$ cat config.mk
export PLATFORM = sky130hd
export DESIGN_NAME = ula_neander_seq_flat
export DESIGN_NICKNAME = d
export VERILOG_FILES = /design/src/rtl/ula_neander_seq_if.sv /design/src/rtl/ula_neander_seq.sv /design/src/flat_wrapper.sv
export SDC_FILE = /design/constraint.sdc
export NUM_CORES = 1
export LEC_CHECK = 0
export CAP_MARGIN = 15
export CORE_ASPECT_RATIO = 0.75
export CORE_UTILIZATION = 64
export DETAILED_ROUTE_END_ITERATION = 10
export PLACE_DENSITY = 0.87
export SYNTH_ARGS = -nofsm -noshare
export SYNTH_HDL_FRONTEND = slang
export SYNTH_SLANG_ARGS = --single-unit
$ cat constraint.sdc
create_clock -name clk -period 5.1 [get_ports clk]
set_input_delay 0.51 -clock clk [delete_from_list [all_inputs] [get_ports clk]]
set_output_delay 0.51 -clock clk [all_outputs]
set_load 0.03 [all_outputs]
$ cat src/rtl/ula_neander_seq_if.sv
// -----------------------------------------------------------------------------
// ula_neander_seq_if
//   Operand/result bundle between the Neander operand path and ula_neander_seq.
//   master : drives start, op, a, b; observes s, flags, busy, done
//   slave  : the ALU side (inputs/outputs mirrored)
// Signals
//   start  request, sampled on rising clk while busy=0
//   op     3-bit opcode
//   a, b   WIDTH-bit operands (AC, memory data)
//   s      registered result
//   flag_n/flag_z/flag_c  registered flags of the last completed op
//   busy   MUL in progress
//   done   one-cycle completion pulse
// -----------------------------------------------------------------------------
interface ula_neander_seq_if #(
  parameter int WIDTH = 8
);
  logic             start;
  logic [2:0]       op;
  logic [WIDTH-1:0] a;
  logic [WIDTH-1:0] b;
  logic [WIDTH-1:0] s;
  logic             flag_n;
  logic             flag_z;
  logic             flag_c;
  logic             busy;
  logic             done;

  modport master (
    output start, op, a, b,
    input  s, flag_n, flag_z, flag_c, busy, done
  );

  modport slave (
    input  start, op, a, b,
    output s, flag_n, flag_z, flag_c, busy, done
  );
endinterface

$ cat src/rtl/ula_neander_seq.sv
// -----------------------------------------------------------------------------
// ula_neander_seq
//   Registered ALU for the Neander datapath. Single-cycle ADD/OR/AND/NOT/SUB/
//   SHL/SHR complete on the edge that samples start; MUL runs WIDTH shift-add
//   steps on a 2*WIDTH product register. Result and N/Z/C flags are registered
//   and hold until the next completed op; done pulses for one cycle after each
//   completion.
// Ports
//   clk  rising-edge clock
//   rst  synchronous, active-high reset
//   bus  ula_neander_seq_if.slave (start/op/a/b in; s/flags/busy/done out)
// -----------------------------------------------------------------------------
module ula_neander_seq #(
  parameter int WIDTH = 8
) (
  input  logic                 clk,
  input  logic                 rst,
  ula_neander_seq_if.slave     bus
);

  localparam int CW = $clog2(WIDTH);

  localparam logic [0:0] ST_IDLE = 1'b0;
  localparam logic [0:0] ST_MUL  = 1'b1;

  localparam logic [2:0] OP_ADD = 3'b000;
  localparam logic [2:0] OP_OR  = 3'b001;
  localparam logic [2:0] OP_AND = 3'b010;
  localparam logic [2:0] OP_NOT = 3'b011;
  localparam logic [2:0] OP_SUB = 3'b100;
  localparam logic [2:0] OP_SHL = 3'b101;
  localparam logic [2:0] OP_SHR = 3'b110;
  localparam logic [2:0] OP_MUL = 3'b111;

  logic [0:0]         state_q, state_d;
  logic [WIDTH-1:0]   s_q, s_d;
  logic               n_q, n_d;
  logic               z_q, z_d;
  logic               c_q, c_d;
  logic               done_q, done_d;
  logic [CW-1:0]      cnt_q, cnt_d;
  logic [2*WIDTH-1:0] mcand_q, mcand_d;   // multiplicand, shifted left each step
  logic [WIDTH-1:0]   mplier_q, mplier_d; // multiplier, shifted right each step
  logic [2*WIDTH-1:0] prod_q, prod_d;

  logic [WIDTH:0]     sum;
  logic [WIDTH:0]     diff;
  logic [2*WIDTH-1:0] prod_next;
  logic [WIDTH-1:0]   res;
  logic               res_c;
  logic               res_valid;

  always_comb begin
    // NOTE: every signal written here gets a default first, so no path can
    // leave one unassigned and infer a latch.
    state_d   = state_q;
    s_d       = s_q;
    n_d       = n_q;
    z_d       = z_q;
    c_d       = c_q;
    done_d    = 1'b0;
    cnt_d     = cnt_q;
    mcand_d   = mcand_q;
    mplier_d  = mplier_q;
    prod_d    = prod_q;
    res       = '0;
    res_c     = 1'b0;
    res_valid = 1'b0;

    sum       = {1'b0, bus.a} + {1'b0, bus.b};
    // Borrow lands in the extra top bit when a < b.
    diff      = {1'b0, bus.a} - {1'b0, bus.b};
    prod_next = prod_q + (mplier_q[0] ? mcand_q : '0);

    if (state_q == ST_IDLE) begin
      if (bus.start) begin
        if (bus.op == OP_MUL) begin
          state_d  = ST_MUL;
          prod_d   = '0;
          mcand_d  = {{WIDTH{1'b0}}, bus.a};
          mplier_d = bus.b;
          cnt_d    = '0;
        end else begin
          res_valid = 1'b1;
          case (bus.op)
            OP_ADD: begin res = sum[WIDTH-1:0];  res_c = sum[WIDTH];  end
            OP_OR:  begin res = bus.a | bus.b;   res_c = 1'b0;        end
            OP_AND: begin res = bus.a & bus.b;   res_c = 1'b0;        end
            OP_NOT: begin res = ~bus.a;          res_c = 1'b0;        end
            OP_SUB: begin res = diff[WIDTH-1:0]; res_c = diff[WIDTH]; end
            OP_SHL: begin res = {bus.a[WIDTH-2:0], 1'b0}; res_c = bus.a[WIDTH-1]; end
            OP_SHR: begin res = {1'b0, bus.a[WIDTH-1:1]}; res_c = bus.a[0];       end
            default: begin res = '0; res_c = 1'b0; end
          endcase
        end
      end
    end else begin
      // One shift-add step per clock; start is ignored while here.
      prod_d   = prod_next;
      mcand_d  = {mcand_q[2*WIDTH-2:0], 1'b0};
      mplier_d = {1'b0, mplier_q[WIDTH-1:1]};
      cnt_d    = cnt_q + CW'(1);
      if (cnt_q == CW'(WIDTH-1)) begin
        state_d   = ST_IDLE;
        res       = prod_next[WIDTH-1:0];
        res_c     = |prod_next[2*WIDTH-1:WIDTH];
        res_valid = 1'b1;
      end
    end

    if (res_valid) begin
      s_d    = res;
      n_d    = res[WIDTH-1];
      z_d    = (res == '0);
      c_d    = res_c;
      done_d = 1'b1;
    end
  end

  always_ff @(posedge clk) begin
    // NOTE: state uses non-blocking assignments so every flop samples the
    // pre-edge values regardless of statement order.
    if (rst) begin
      state_q  <= ST_IDLE;
      s_q      <= '0;
      n_q      <= 1'b0;
      z_q      <= 1'b0;
      c_q      <= 1'b0;
      done_q   <= 1'b0;
      cnt_q    <= '0;
      mcand_q  <= '0;
      mplier_q <= '0;
      prod_q   <= '0;
    end else begin
      state_q  <= state_d;
      s_q      <= s_d;
      n_q      <= n_d;
      z_q      <= z_d;
      c_q      <= c_d;
      done_q   <= done_d;
      cnt_q    <= cnt_d;
      mcand_q  <= mcand_d;
      mplier_q <= mplier_d;
      prod_q   <= prod_d;
    end
  end

  assign bus.s      = s_q;
  assign bus.flag_n = n_q;
  assign bus.flag_z = z_q;
  assign bus.flag_c = c_q;
  assign bus.busy   = (state_q == ST_MUL);
  assign bus.done   = done_q;

endmodule

$ cat src/flat_wrapper.sv
// flat-port wrapper written by rule: the top's interface ports become plain ports
module ula_neander_seq_flat 
#(
  parameter int WIDTH = 8
)
  (clk, rst, bus_start, bus_op, bus_a, bus_b, bus_s, bus_flag_n, bus_flag_z, bus_flag_c, bus_busy, bus_done);
  ula_neander_seq_if #(.WIDTH(WIDTH)) bus_i ();
  input  logic clk;
  input  logic rst;
  input wire logic [$bits(bus_i.start)-1:0] bus_start;
  input wire logic [$bits(bus_i.op)-1:0] bus_op;
  input wire logic [$bits(bus_i.a)-1:0] bus_a;
  input wire logic [$bits(bus_i.b)-1:0] bus_b;
  output wire logic [$bits(bus_i.s)-1:0] bus_s;
  output wire logic [$bits(bus_i.flag_n)-1:0] bus_flag_n;
  output wire logic [$bits(bus_i.flag_z)-1:0] bus_flag_z;
  output wire logic [$bits(bus_i.flag_c)-1:0] bus_flag_c;
  output wire logic [$bits(bus_i.busy)-1:0] bus_busy;
  output wire logic [$bits(bus_i.done)-1:0] bus_done;
  assign bus_i.start = bus_start;
  assign bus_i.op = bus_op;
  assign bus_i.a = bus_a;
  assign bus_i.b = bus_b;
  assign bus_s = bus_i.s;
  assign bus_flag_n = bus_i.flag_n;
  assign bus_flag_z = bus_i.flag_z;
  assign bus_flag_c = bus_i.flag_c;
  assign bus_busy = bus_i.busy;
  assign bus_done = bus_i.done;
  ula_neander_seq #(.WIDTH(WIDTH)) u_core (.clk(clk), .rst(rst), .bus(bus_i));
endmodule
==> metrics.txt <==
Hold Crit Start u_core.bus.s[3]$_SDFFE_PP0P_; count of cell types in the netlist 72; share of cells above drive strength 1 under 10%; CP Launch Type primary input; Slew headroom 34.4%; Post-synth EDFFs 0; hpwl dp 8820 um; placer congestion estimate roughly 1; ys flop type dfxtp_1; endpoints failing setup 0; FF+latch count, synth between 50 and 60; Bufs on Longest Clock Path 2; Post-route DRC 8; final hold vios 0; GRT Util Overall between 30% and 40%; Worst Tran Pin Value between 0.9 and 1 ns; Multi-input gate area 3030 um^2; ys async rst share 0%; CP required 5.33 ns; antenna-violating nets left 0; diodes inserted 0; final worst path period share 62.6%; Post-Layout Cell Count 686; worst skew pair latency 0.31 ns; CTS H-tree depth 2; Die Y roughly 74 um; post-layout minimum cycle time 3.20 ns; die area roughly 7000 um^2; initial antenna violation count 0; grt total ovfl 0; number of global-route vias before repair 3875; nature of the critical path endpoint flip-flop; Post-CTS Repair Setup Buffers 0; placed insts between 600 and 700; commonest non-fill, non-tap cell in the layout nor2_1; CP Class primary input to flip-flop; post-DR wirelength/cell 17.7 um; hold buffers post-CTS 0; nets@finish 671; most frequent cells in the layout 121 x nor2_1, 75 x a21oi_1, 54 x dfxtp_1, 47 x nand2_1, 41 x ha_1; Layout area overhead 9.25%; Hold Crit Class flip-flop to flip-flop; Post-Syn Area per Cell approximately 7.4 um^2; worst-path maximum fanout 5; pwr dens 201 nW/um^2; RSZ-0062 raised after global routing false; Die Wd about 98 um; # IOs 35; final cell area excluding filler cells 4800 um^2; failing checks design-rule violations; Mapped Nets between 600 and 700; final wirelength ~12000 um; initial core utilization between 60% and 70%; clock root buffer clkbuf_8; IR Drop Worst-Case VDD 0.153 mV; CP arrival between 3 and 4 ns; Final TNS setup 0 ns; f_max around 310 MHz; core area about 6500 um^2; Yosys Warn Count 0; Final Skew just over 0.008 ns; Reg area about 1100 um^2; CP Launch Point bus_a[0]; Pre-Repair DR Iteration Count 8; vias 4363; CTS clk-pin slew, worst paths around 0.090 ns; # port buffers 34; CTS tree yes; leak pwr between 2 and 2.5 nW; max cap viols 0; 1st-iter DRT viols roughly 440; largest net degree at the start of global routing 56; CTS resizes 0; Post-Syn Area 4400 um^2; # rows 25; Placed Area 4700 um^2; post-synthesis sequential area ratio 25.0%; vias per inst around 6.4; synthesized instance count 595; first-pass GRT wire length 19800 um; Fillers between 500 and 600; CTS Sinks 55; CTS buffer count 5; Crit Reg-Reg Startpoint u_core.mplier_q[0]$_SDFFE_PP0P_; outcome finished with violations; Slew Viols, Final 0
## worst max-delay path: stages
cell	delay, ns
clkdlybuf4s50_1	0.59
inv_1	0.12
ha_1	0.23
fa_1	0.42
xor2_1	0.15
mux4_2	0.45
o21ai_1	0.20
o21ai_1	0.14
nor4_2	0.28
nand4b_1	0.15
o31ai_2	0.18
## final cells by class
| cell class | instances | share of cell area, % |
|---|---|---|
| clock buffers | 6 | 1.51 |
| repair buffers | 37 | 7.45 |
| well taps | 81 | 2.11 |
| clock inverters | 1 | 0.625 |
| flip-flops and latches | 55 | 22.9 |
| multi-input cells | 477 | 63.1 |
| inverters | 29 | 2.27 |
## power by group
group          switching (mW)  internal, mW  total (mW)
Clock                   0.142         0.144       0.287
Sequential             0.0109         0.439       0.450
Combinational           0.143        0.0887       0.231
## per-layer routing
metal / wire length [um] / GRT usage, %
met5: 0 / 0
met4: 144 / 6.57
met3: 927 / 6.57
met2: 5280 / 53.6
met1: 5790 / 50.1
## registers in the layout, indices dropped and copies added (netlist names), 3 cells and up
| register | cells |
|---|---|
| u_core.bus.s | 7 |
| u_core.cnt_q | 3 |
| u_core.mcand_q | 16 |
| u_core.mplier_q | 8 |
| u_core.prod_q | 16 |
## through the flow
step | hold slack [ns] | setup slack (ns) | utilization [%] | total power, mW
2_1_floorplan | 0.455 | 2.57 | - | 0.611
3_3_place_gp | 0.449 | 1.74 | 72.6 | 0.682
3_5_place_dp | 0.462 | 1.62 | 72.6 | 0.685
4_1_cts | 0.474 | 1.94 | 74.2 | 0.960
5_1_grt | 0.498 | 1.74 | 74.2 | 1.00
6_report | 0.473 | 1.90 | 74.2 | 0.968
## worst paths after layout
| path | cells after the start | slack [ns] | end |
|---|---|---|---|
| worst min-delay path | 2 | 0.47 | u_core.bus.s[3]$_SDFFE_PP0P_ |
| worst min register to register | 2 | 0.47 | u_core.bus.s[3]$_SDFFE_PP0P_ |
| worst max-delay path | 11 | 1.90 | u_core.bus.flag_z$_SDFFE_PP0P_ |
| worst max register to register | 10 | 1.95 | u_core.bus.flag_c$_SDFFE_PP0P_ |
## cells by family after synthesis
group           Yosys count  share of synthesized area [%]
compound gates          165                           24.5
xor+xnor                 19                           3.78
fa+ha+maj                45                           13.3
buf+inv                  63                           6.03
flops                    55                           25.0
mux                      10                           2.59
simple gates            238                           24.8
## cells in the mapped netlist (4+ instances only)
master | instances | area share, %
xnor2_1 | 8 | 1.6
nand4_1 | 4 | 0.57
o21ai_1 | 6 | 0.68
buf_4 | 4 | 0.68
buf_2 | 5 | 0.57
clkbuf_1 | 19 | 1.6
nand3_1 | 10 | 1.1
xor2_1 | 11 | 2.2
dfxtp_1 | 55 | 25
o211ai_1 | 9 | 1.5
a21oi_1 | 75 | 8.5
o21ai_0 | 15 | 1.7
nor2_1 | 121 | 10
inv_1 | 27 | 2.3
mux2i_1 | 8 | 1.8
buf_1 | 5 | 0.43
a21o_1 | 6 | 1.0
nor3_1 | 10 | 1.1
nand2_1 | 47 | 4.0
and2_1 | 18 | 2.6
o21a_1 | 4 | 0.68
ha_1 | 41 | 12
a22oi_1 | 10 | 1.7
a31oi_1 | 4 | 0.57
No activity file was read; power rests on OpenSTA's default activity.
